==> src/rtl/clock_ctrl_pkg.sv <==
// Shared definitions for the century-clock front-panel controller:
// mode encodings, digit-select geometry and small mode helpers.
package clock_ctrl_pkg;

    localparam logic [1:0] MODE_RUN_UP   = 2'b00;
    localparam logic [1:0] MODE_EDIT_INC = 2'b01;
    localparam logic [1:0] MODE_EDIT_DEC = 2'b10;
    localparam logic [1:0] MODE_RUN_DOWN = 2'b11;

    localparam int               SEL_W     = 6;
    localparam logic [SEL_W-1:0] SEL_RESET = 6'b000001;

    // Bit 0 is the mode button so the struct maps directly onto a raw 4-bit vector.
    typedef struct packed {
        logic down;
        logic up;
        logic next;
        logic mode;
    } btn_vec_t;

    function automatic logic is_edit(input logic [1:0] m);
        return (m == MODE_EDIT_INC) || (m == MODE_EDIT_DEC);
    endfunction

    function automatic logic [1:0] next_mode(input logic [1:0] m);
        return m + 2'd1;
    endfunction

endpackage

==> src/rtl/mode_select_ctrl_if.sv <==
// Panel-side bundle: ms timebase, raw buttons in, mode/select/strobes/LED out.
interface mode_select_ctrl_if;
    import clock_ctrl_pkg::*;

    logic             tick_ms;
    logic             btn_mode;
    logic             btn_next;
    logic             btn_up;
    logic             btn_down;
    logic [1:0]       mode;
    logic [SEL_W-1:0] select;
    logic             button_inc;
    logic             button_dec;
    logic             blink_led;

    modport master (
        output tick_ms, btn_mode, btn_next, btn_up, btn_down,
        input  mode, select, button_inc, button_dec, blink_led
    );

    modport slave (
        input  tick_ms, btn_mode, btn_next, btn_up, btn_down,
        output mode, select, button_inc, button_dec, blink_led
    );

endinterface

==> src/rtl/btn_debounce.sv <==
// One button path: 2-flop synchroniser, tick-based debounce counter,
// accepted level and a one-clk press pulse on each accepted 0->1 change.
module btn_debounce #(
    parameter int DEBOUNCE_MS = 20
) (
    input  logic clk,
    input  logic reset,
    input  logic tick_ms,
    input  logic btn_raw,
    output logic level,
    output logic press
);

    localparam int CW = $clog2(DEBOUNCE_MS + 1);

    logic          sync1_q, sync2_q;
    logic          acc_q, acc_d;
    logic          press_q;
    logic [CW-1:0] cnt_q, cnt_d;

    // NOTE: every variable gets a default at the top of always_comb so no path can infer a latch.
    always_comb begin
        cnt_d = cnt_q;
        acc_d = acc_q;
        if (sync2_q == acc_q) begin
            cnt_d = '0;
        end else if (tick_ms) begin
            if (cnt_q != CW'(DEBOUNCE_MS)) cnt_d = cnt_q + 1'b1;
            if (cnt_q == CW'(DEBOUNCE_MS - 1)) acc_d = ~acc_q;
        end
    end

    // NOTE: sequential state uses non-blocking assignments so every flop samples pre-edge values.
    always_ff @(posedge clk) begin
        if (reset) begin
            sync1_q <= 1'b0;
            sync2_q <= 1'b0;
            acc_q   <= 1'b0;
            cnt_q   <= '0;
            press_q <= 1'b0;
        end else begin
            sync1_q <= btn_raw;
            sync2_q <= sync1_q;
            acc_q   <= acc_d;
            cnt_q   <= cnt_d;
            press_q <= acc_d & ~acc_q;
        end
    end

    assign level = acc_q;
    assign press = press_q;

endmodule

==> src/rtl/mode_select_ctrl.sv <==
// Front-panel mode/digit-select controller for the century clock.
// Optional auto-repeat of up/down strobes is enabled by defining MODE_CTRL_REPEAT_EN.
module mode_select_ctrl
    import clock_ctrl_pkg::*;
#(
    parameter int DEBOUNCE_MS     = 20,
    parameter int TIMEOUT_MS      = 10000,
    parameter int REPEAT_DELAY_MS = 500,
    parameter int REPEAT_RATE_MS  = 100,
    parameter int BLINK_MS        = 250
) (
    input  logic               clk,
    input  logic               reset,
    mode_select_ctrl_if.slave  bus
);

    localparam int TW = $clog2(TIMEOUT_MS + 1);
    localparam int BW = $clog2(BLINK_MS + 1);

    logic [3:0] raw_vec, press_vec, level_vec;
    btn_vec_t   press, level;

    assign raw_vec = {bus.btn_down, bus.btn_up, bus.btn_next, bus.btn_mode};

    for (genvar i = 0; i < 4; i++) begin : g_btn
        btn_debounce #(.DEBOUNCE_MS(DEBOUNCE_MS)) u_btn (
            .clk     (clk),
            .reset   (reset),
            .tick_ms (bus.tick_ms),
            .btn_raw (raw_vec[i]),
            .level   (level_vec[i]),
            .press   (press_vec[i])
        );
    end

    assign press = press_vec;
    assign level = level_vec;

    logic [1:0]       mode_q, mode_d;
    logic [SEL_W-1:0] select_q, select_d;
    logic             inc_q, inc_d, dec_q, dec_d;
    logic             blink_q, blink_d;
    logic [TW-1:0]    tmo_q, tmo_d;
    logic [BW-1:0]    blink_cnt_q, blink_cnt_d;
    logic             rep_strobe;
    logic             any_press;
    logic             unused_lvl;

    assign any_press = |press_vec;

`ifdef MODE_CTRL_REPEAT_EN
    localparam int RMAX = (REPEAT_DELAY_MS > REPEAT_RATE_MS) ? REPEAT_DELAY_MS : REPEAT_RATE_MS;
    localparam int RW   = $clog2(RMAX + 1);

    logic [RW-1:0] rep_cnt_q, rep_cnt_d, rep_limit;
    logic          rep_arm_q, rep_arm_d;
    logic          held;

    // First repeat after the delay, then one per rate period while still held.
    always_comb begin
        held       = ((mode_q == MODE_EDIT_INC) && level.up) ||
                     ((mode_q == MODE_EDIT_DEC) && level.down);
        rep_limit  = rep_arm_q ? RW'(REPEAT_RATE_MS) : RW'(REPEAT_DELAY_MS);
        rep_cnt_d  = rep_cnt_q;
        rep_arm_d  = rep_arm_q;
        rep_strobe = 1'b0;
        if (!held || press.mode) begin
            rep_cnt_d = '0;
            rep_arm_d = 1'b0;
        end else if (bus.tick_ms) begin
            if (rep_cnt_q == rep_limit - 1'b1) begin
                rep_strobe = 1'b1;
                rep_cnt_d  = '0;
                rep_arm_d  = 1'b1;
            end else if (rep_cnt_q != rep_limit) begin
                rep_cnt_d = rep_cnt_q + 1'b1;
            end
        end
    end

    always_ff @(posedge clk) begin
        if (reset) begin
            rep_cnt_q <= '0;
            rep_arm_q <= 1'b0;
        end else begin
            rep_cnt_q <= rep_cnt_d;
            rep_arm_q <= rep_arm_d;
        end
    end

    assign unused_lvl = level.mode ^ level.next;
`else
    assign rep_strobe = 1'b0;
    // Levels and repeat timings only feed the repeat logic; fold them into a dangling net.
    assign unused_lvl = ^{level, 32'(REPEAT_DELAY_MS), 32'(REPEAT_RATE_MS)};
`endif

    always_comb begin
        mode_d      = mode_q;
        select_d    = select_q;
        inc_d       = 1'b0;
        dec_d       = 1'b0;
        tmo_d       = tmo_q;
        blink_d     = blink_q;
        blink_cnt_d = blink_cnt_q;

        if (press.mode) begin
            mode_d = next_mode(mode_q);
            if (!is_edit(mode_d) || (mode_q == MODE_RUN_UP)) select_d = SEL_RESET;
        end else if (is_edit(mode_q)) begin
            if (press.next) select_d = {select_q[SEL_W-2:0], select_q[SEL_W-1]};
            if ((mode_q == MODE_EDIT_INC) && (press.up || rep_strobe))   inc_d = 1'b1;
            if ((mode_q == MODE_EDIT_DEC) && (press.down || rep_strobe)) dec_d = 1'b1;
            if (bus.tick_ms && (tmo_q == TW'(TIMEOUT_MS - 1)) && !any_press && !rep_strobe) begin
                mode_d   = MODE_RUN_UP;
                select_d = SEL_RESET;
            end
        end else begin
            select_d = SEL_RESET;
        end

        if (!is_edit(mode_d) || any_press || rep_strobe || (mode_d != mode_q)) begin
            tmo_d = '0;
        end else if (bus.tick_ms && (tmo_q != TW'(TIMEOUT_MS))) begin
            tmo_d = tmo_q + 1'b1;
        end

        if (!is_edit(mode_d)) begin
            blink_d     = 1'b0;
            blink_cnt_d = '0;
        end else if (bus.tick_ms) begin
            if (blink_cnt_q == BW'(BLINK_MS - 1)) begin
                blink_d     = ~blink_q;
                blink_cnt_d = '0;
            end else begin
                blink_cnt_d = blink_cnt_q + 1'b1;
            end
        end
    end

    always_ff @(posedge clk) begin
        if (reset) begin
            mode_q      <= MODE_RUN_UP;
            select_q    <= SEL_RESET;
            inc_q       <= 1'b0;
            dec_q       <= 1'b0;
            blink_q     <= 1'b0;
            tmo_q       <= '0;
            blink_cnt_q <= '0;
        end else begin
            mode_q      <= mode_d;
            select_q    <= select_d;
            inc_q       <= inc_d;
            dec_q       <= dec_d;
            blink_q     <= blink_d;
            tmo_q       <= tmo_d;
            blink_cnt_q <= blink_cnt_d;
        end
    end

    assign bus.mode       = mode_q;
    assign bus.select     = select_q;
    assign bus.button_inc = inc_q;
    assign bus.button_dec = dec_q;
    assign bus.blink_led  = blink_q;

endmodule

==> src/flat_wrapper.sv <==
// flat-port wrapper written by rule: the top's interface ports become plain ports
module mode_select_ctrl_flat import clock_ctrl_pkg::*;
#(
    parameter int DEBOUNCE_MS     = 20,
    parameter int TIMEOUT_MS      = 10000,
    parameter int REPEAT_DELAY_MS = 500,
    parameter int REPEAT_RATE_MS  = 100,
    parameter int BLINK_MS        = 250
)
  (clk, reset, bus_tick_ms, bus_btn_mode, bus_btn_next, bus_btn_up, bus_btn_down, bus_mode, bus_select, bus_button_inc, bus_button_dec, bus_blink_led);
  mode_select_ctrl_if bus_i ();
  input  logic clk;
  input  logic reset;
  input wire logic [$bits(bus_i.tick_ms)-1:0] bus_tick_ms;
  input wire logic [$bits(bus_i.btn_mode)-1:0] bus_btn_mode;
  input wire logic [$bits(bus_i.btn_next)-1:0] bus_btn_next;
  input wire logic [$bits(bus_i.btn_up)-1:0] bus_btn_up;
  input wire logic [$bits(bus_i.btn_down)-1:0] bus_btn_down;
  output wire logic [$bits(bus_i.mode)-1:0] bus_mode;
  output wire logic [$bits(bus_i.select)-1:0] bus_select;
  output wire logic [$bits(bus_i.button_inc)-1:0] bus_button_inc;
  output wire logic [$bits(bus_i.button_dec)-1:0] bus_button_dec;
  output wire logic [$bits(bus_i.blink_led)-1:0] bus_blink_led;
  assign bus_i.tick_ms = bus_tick_ms;
  assign bus_i.btn_mode = bus_btn_mode;
  assign bus_i.btn_next = bus_btn_next;
  assign bus_i.btn_up = bus_btn_up;
  assign bus_i.btn_down = bus_btn_down;
  assign bus_mode = bus_i.mode;
  assign bus_select = bus_i.select;
  assign bus_button_inc = bus_i.button_inc;
  assign bus_button_dec = bus_i.button_dec;
  assign bus_blink_led = bus_i.blink_led;
  mode_select_ctrl #(.DEBOUNCE_MS(DEBOUNCE_MS), .TIMEOUT_MS(TIMEOUT_MS), .REPEAT_DELAY_MS(REPEAT_DELAY_MS), .REPEAT_RATE_MS(REPEAT_RATE_MS), .BLINK_MS(BLINK_MS)) u_core (.clk(clk), .reset(reset), .bus(bus_i));
endmodule
==> config.mk <==
export PLATFORM = sky130hd
export DESIGN_NAME = mode_select_ctrl_flat
export DESIGN_NICKNAME = d
export VERILOG_FILES = /design/src/rtl/clock_ctrl_pkg.sv /design/src/rtl/mode_select_ctrl_if.sv /design/src/rtl/btn_debounce.sv /design/src/rtl/mode_select_ctrl.sv /design/src/flat_wrapper.sv
export SDC_FILE = /design/constraint.sdc
export NUM_CORES = 1
export LEC_CHECK = 0
export CAP_MARGIN = 5
export CORE_ASPECT_RATIO = 0.9
export CORE_MARGIN = 4
export CORE_UTILIZATION = 61
export CTS_BUF_LIST = sky130_fd_sc_hd__clkbuf_8
export CTS_CLUSTER_SIZE = 40
export DETAILED_ROUTE_END_ITERATION = 7
export PLACE_DENSITY_LB_ADDON = 0.1
export SLEW_MARGIN = 20
export SYNTH_ARGS = -nofsm -noshare
export SYNTH_HDL_FRONTEND = slang
export SYNTH_SLANG_ARGS = --single-unit
==> constraint.sdc <==
create_clock -name clk -period 2.7 [get_ports clk]
set_input_delay 0.54 -clock clk [delete_from_list [all_inputs] [get_ports clk]]
set_output_delay 0.54 -clock clk [all_outputs]
set_load 0.03 [all_outputs]
==> results by group <==
Power and ir drop
  – Power per cell area: 578 nW/µm²
  – Power share of the clock group: 0.479
  – Internal power contribution: 1.66 mW
  – Fraction of power consumed by sequential logic: 0.498
  – Share of power burned in combinational logic: 0.023
  – Total leakage power: 1.27 nW
  – Proportion of total power due to net switching: 0.196
  – IR Drop Worst-Case VDD: 0.592 mV
  – Net Sw Power: 404 µW

Yosys
  – Synthesized area per cell: 9.16 µm²
  – Sequential area share after synthesis: 0.449
  – Share of synthesized registers carrying an async set or reset: 0
  – Cell accounting for the most synthesized area: sky130_fd_sc_hd__dfxtp_1
  – Net count after synthesis: 357
  – Dominant register cell in the synthesized netlist: sky130_fd_sc_hd__dfxtp_1
  – Register bit count reported by yosys: 69
  – Netlist area before placement: approximately 3100 µm²
  – Most frequent cells after synthesis: sky130_fd_sc_hd__dfxtp_1 (69), sky130_fd_sc_hd__nor2_1 (50), sky130_fd_sc_hd__xor2_1 (19)
  – Count leader, synth: sky130_fd_sc_hd__dfxtp_1
  – Number of instances in the synthesized netlist: 336
  – Netlist cell types: 44
  – Total of warnings raised by yosys: 0
  – Top cells by area in the synthesized netlist: sky130_fd_sc_hd__dfxtp_1 (45%), sky130_fd_sc_hd__nor2_1 (6.1%), sky130_fd_sc_hd__ha_1 (5.7%), sky130_fd_sc_hd__xor2_1 (5.4%), sky130_fd_sc_hd__xnor2_1 (4.6%)
  – Number of enable flip-flop cells after synthesis: 0
  – Synth top area share: 0.449

STA
  – Time the worst path needs with I/O delays and setup: 2520 ps
  – Worst Hold Slack: 438 ps
  – Final-report hold violation count: 0
  – Unrepaired setup endpoints after global routing: no
  – Worst-margin pin slew: approximately 620 ps
  – Relative max-transition margin: 0.581
  – Final Cycle Share: 0.932
  – Setup-violating endpoint count in the final report: 0
  – Max-slew violation count: 0
  – Maximum clock skew at final layout: roughly 5.2 ps
  – Peak Freq: 397 MHz
  – Setup TNS Final: 0 ps

Outcome
  – Run status: complete, no violations

Clocking
  – TritonCTS buffer count: 9
  – Buffers from clock root to sink, at most: 2
  – Number of cells upsized or downsized after cts: 0
  – Root buffer selected by CTS: sky130_fd_sc_hd__clkbuf_8
  – Post-cts hold buffer count: 0
  – Skew-Pair Late Insertion Delay: 340 ps
  – Deepest level of the CTS H-tree: 3
  – Post-CTS Setup Inserts: 0
  – Post-CTS clock slew at the launch and capture registers of the worst setup and hold paths: around 70 ps
  – Num Clock Sinks: 69
  – Clock tree from TritonCTS: done

Global route
  – Vias in the first global route: ~2000
  – Number of antenna violations at the first check in global routing: 0
  – Largest net degree at the start of global routing: 25
  – GRT overflow: 0
  – GR Util All Layers: 0.181
  – Wire length of the first global-routing pass: between 9 and 10 mm

Layout
  – FF/Latch Area: roughly 1400 µm²
  – Signed area change from the synthesized netlist to the final layout: 15.8%
  – Area taken by multi-input logic gates: 1580 µm²
  – Number of antenna diodes: 0
  – Fill cell total of the finished layout: 386
  – Net total in the final layout: 381
  – Ratio of cells with drive above 1 in the final layout: 0.0767

Floorplan
  – Number of ports placed on the die boundary: 18
  – DIE AREA: approximately 6200 µm²
  – Die span in x: roughly 83 µm
  – Core Area: 4860 µm²
  – Die Y-Extent: 75.4 µm
  – Placement row count: 24
  – Initial core utilization: 0.633

Worst setup path
  – Largest fanout on the critical path: 5
  – Worst Path Arrival: 2730 ps
  – Startpoint Class: flop
  – Critical path class: reg2reg
  – R2R cell count: 6
  – Nature of the critical path endpoint: flop
  – Data required time at the worst endpoint: roughly 2900 ps

Route
  – Average routed wire per standard cell: 12.4 µm
  – Violation count after the first detailed-route iteration: 127
  – Sum of routed wire length over all layers: 5.34 mm
  – Vias per Instance: 5.43
  – Router iterations before antenna repair: 4
  – Drt drc: 0
  – Final antenna-violating net count: 0
  – Total number of vias: ~2300

Placed design
  – Placer Congestion: 0.830
  – Detail Placement HPWL: between 3 and 4 mm
  – Port bufs: 17

Min path
  – Worst Hold Depth: 1
  – Hold Path Class: reg2reg

Job
  – Number of maximum-capacitance violations: 0
==> path summary, 6_finish.rpt <==
| check | startpoint | end | slack [ps] |
|---|---|---|---|
| worst max-delay path | u_core.bus.mode[0]$_SDFF_PP0_ | u_core.blink_cnt_q[1]$_SDFFE_PP0P_ | 180 |
| worst min-delay path | u_core.g_btn[1].u_btn.sync1_q$_SDFF_PP0_ | u_core.g_btn[1].u_btn.sync2_q$_SDFF_PP0_ | 440 |
| worst max register to register | u_core.bus.mode[0]$_SDFF_PP0_ | u_core.blink_cnt_q[1]$_SDFFE_PP0P_ | 180 |
| worst min register to register | u_core.g_btn[1].u_btn.sync1_q$_SDFF_PP0_ | u_core.g_btn[1].u_btn.sync2_q$_SDFF_PP0_ | 440 |
==> power by group through the flow <==
| stage | clock, mW | combinational, mW | sequential, mW |
|---|---|---|---|
| after floorplan | 0 | 0.0303 | 1.05 |
| after global placement | 0 | 0.0465 | 1.05 |
| after detailed placement | 0 | 0.0474 | 1.05 |
| after CTS | 1.01 | 0.0478 | 1.03 |
| after global routing | 1.04 | 0.0528 | 1.03 |
| final | 0.986 | 0.0475 | 1.03 |
==> logic make-up after synthesis <==
group,Yosys count,share of synthesized area
and+or+nand+nor,153,0.265
DFF,69,0.449
xor gates and xnor gates,35,0.0996
AOI/OAI and AO/OA,29,0.0638
buffers and inverters,27,0.0366
adders and majority gates,14,0.0569
muxes,9,0.0297
==> worst max-delay path, cell delays in order, from the launching register on <==
cell and delay, ps:
sky130_fd_sc_hd__dfxtp_1 380, sky130_fd_sc_hd__inv_1 90, sky130_fd_sc_hd__ha_1 360, sky130_fd_sc_hd__or4b_2 620, sky130_fd_sc_hd__or4_4 470, sky130_fd_sc_hd__o211ai_1 370
sky130_fd_sc_hd__a211oi_1 100
==> through the flow <==
stage | setup slack (ps) | std cells | power [mW] | instance area (µm²) | utilization
CTS | 189 | 430 | 2.08 | 3560 | 0.733
floorplan | 152 | 336 | 1.08 | 3080 | -
finish | 182 | 430 | 2.06 | 3560 | 0.733
global placement | 277 | 414 | 1.10 | 3330 | 0.684
detailed placement | 218 | 414 | 1.10 | 3330 | 0.684
global route | 67.6 | 430 | 2.12 | 3560 | 0.733
==> routing by layer <==
layer	up-vias	share of wire	track usage
met5	-	0	0
li1	1211	-	-
met1	1075	0.49	0.230
met2	39	0.44	0.288
met3	10	0.053	0.0649
met4	0	0.012	0.0708
==> layout by cell type, fill, tap and decap left out, types with 2 or more instances in the layout <==
master / synthesis / layout
sky130_fd_sc_hd__clkdlybuf4s50_1: 0 / 17
sky130_fd_sc_hd__nor2_1: 50 / 50
sky130_fd_sc_hd__clkinv_2: 0 / 3
sky130_fd_sc_hd__inv_1: 17 / 17
sky130_fd_sc_hd__xor2_1: 19 / 19
sky130_fd_sc_hd__and2_1: 4 / 4
sky130_fd_sc_hd__a311oi_1: 2 / 2
sky130_fd_sc_hd__or3_1: 3 / 3
sky130_fd_sc_hd__nor4_1: 4 / 4
sky130_fd_sc_hd__clkbuf_8: 0 / 9
sky130_fd_sc_hd__and3_1: 5 / 5
sky130_fd_sc_hd__xnor2_1: 16 / 16
sky130_fd_sc_hd__o21ai_0: 5 / 5
sky130_fd_sc_hd__buf_4: 3 / 6
sky130_fd_sc_hd__a211oi_1: 2 / 2
sky130_fd_sc_hd__a22o_1: 5 / 5
sky130_fd_sc_hd__nor3_1: 8 / 8
sky130_fd_sc_hd__bufinv_16: 0 / 3
sky130_fd_sc_hd__nand4b_1: 6 / 6
sky130_fd_sc_hd__mux2i_1: 8 / 8
sky130_fd_sc_hd__nand3b_1: 4 / 4
sky130_fd_sc_hd__ha_1: 14 / 14
sky130_fd_sc_hd__a21oi_1: 9 / 9
sky130_fd_sc_hd__nand2b_1: 6 / 6
sky130_fd_sc_hd__dfxtp_1: 69 / 69
sky130_fd_sc_hd__nand2_1: 18 / 18
sky130_fd_sc_hd__nand4_1: 12 / 12
sky130_fd_sc_hd__nor2b_1: 10 / 10
sky130_fd_sc_hd__nand3_1: 13 / 13
==> sequential cells by signal, summed over array words and instances, names as in the netlist, 2 cells and up <==
register,cells
u_core.g_btn.u_btn.sync2_q,4
u_core.g_btn.u_btn.cnt_q,20
u_core.blink_cnt_q,8
u_core.tmo_q,14
u_core.bus.mode,2
u_core.bus.select,6
u_core.g_btn.u_btn.sync1_q,4
u_core.g_btn.u_btn.level,4
u_core.g_btn.u_btn.press,4
==> cell type report <==
cell class | instances | area share
multi-input cells | 240 | 0.445
clock inverters | 7 | 0.0320
inverters | 17 | 0.0179
flip-flops and latches | 69 | 0.388
repair buffers | 23 | 0.0604
clock buffers | 9 | 0.0348
well taps | 65 | 0.0228
(Power assumes the default switching activity.)
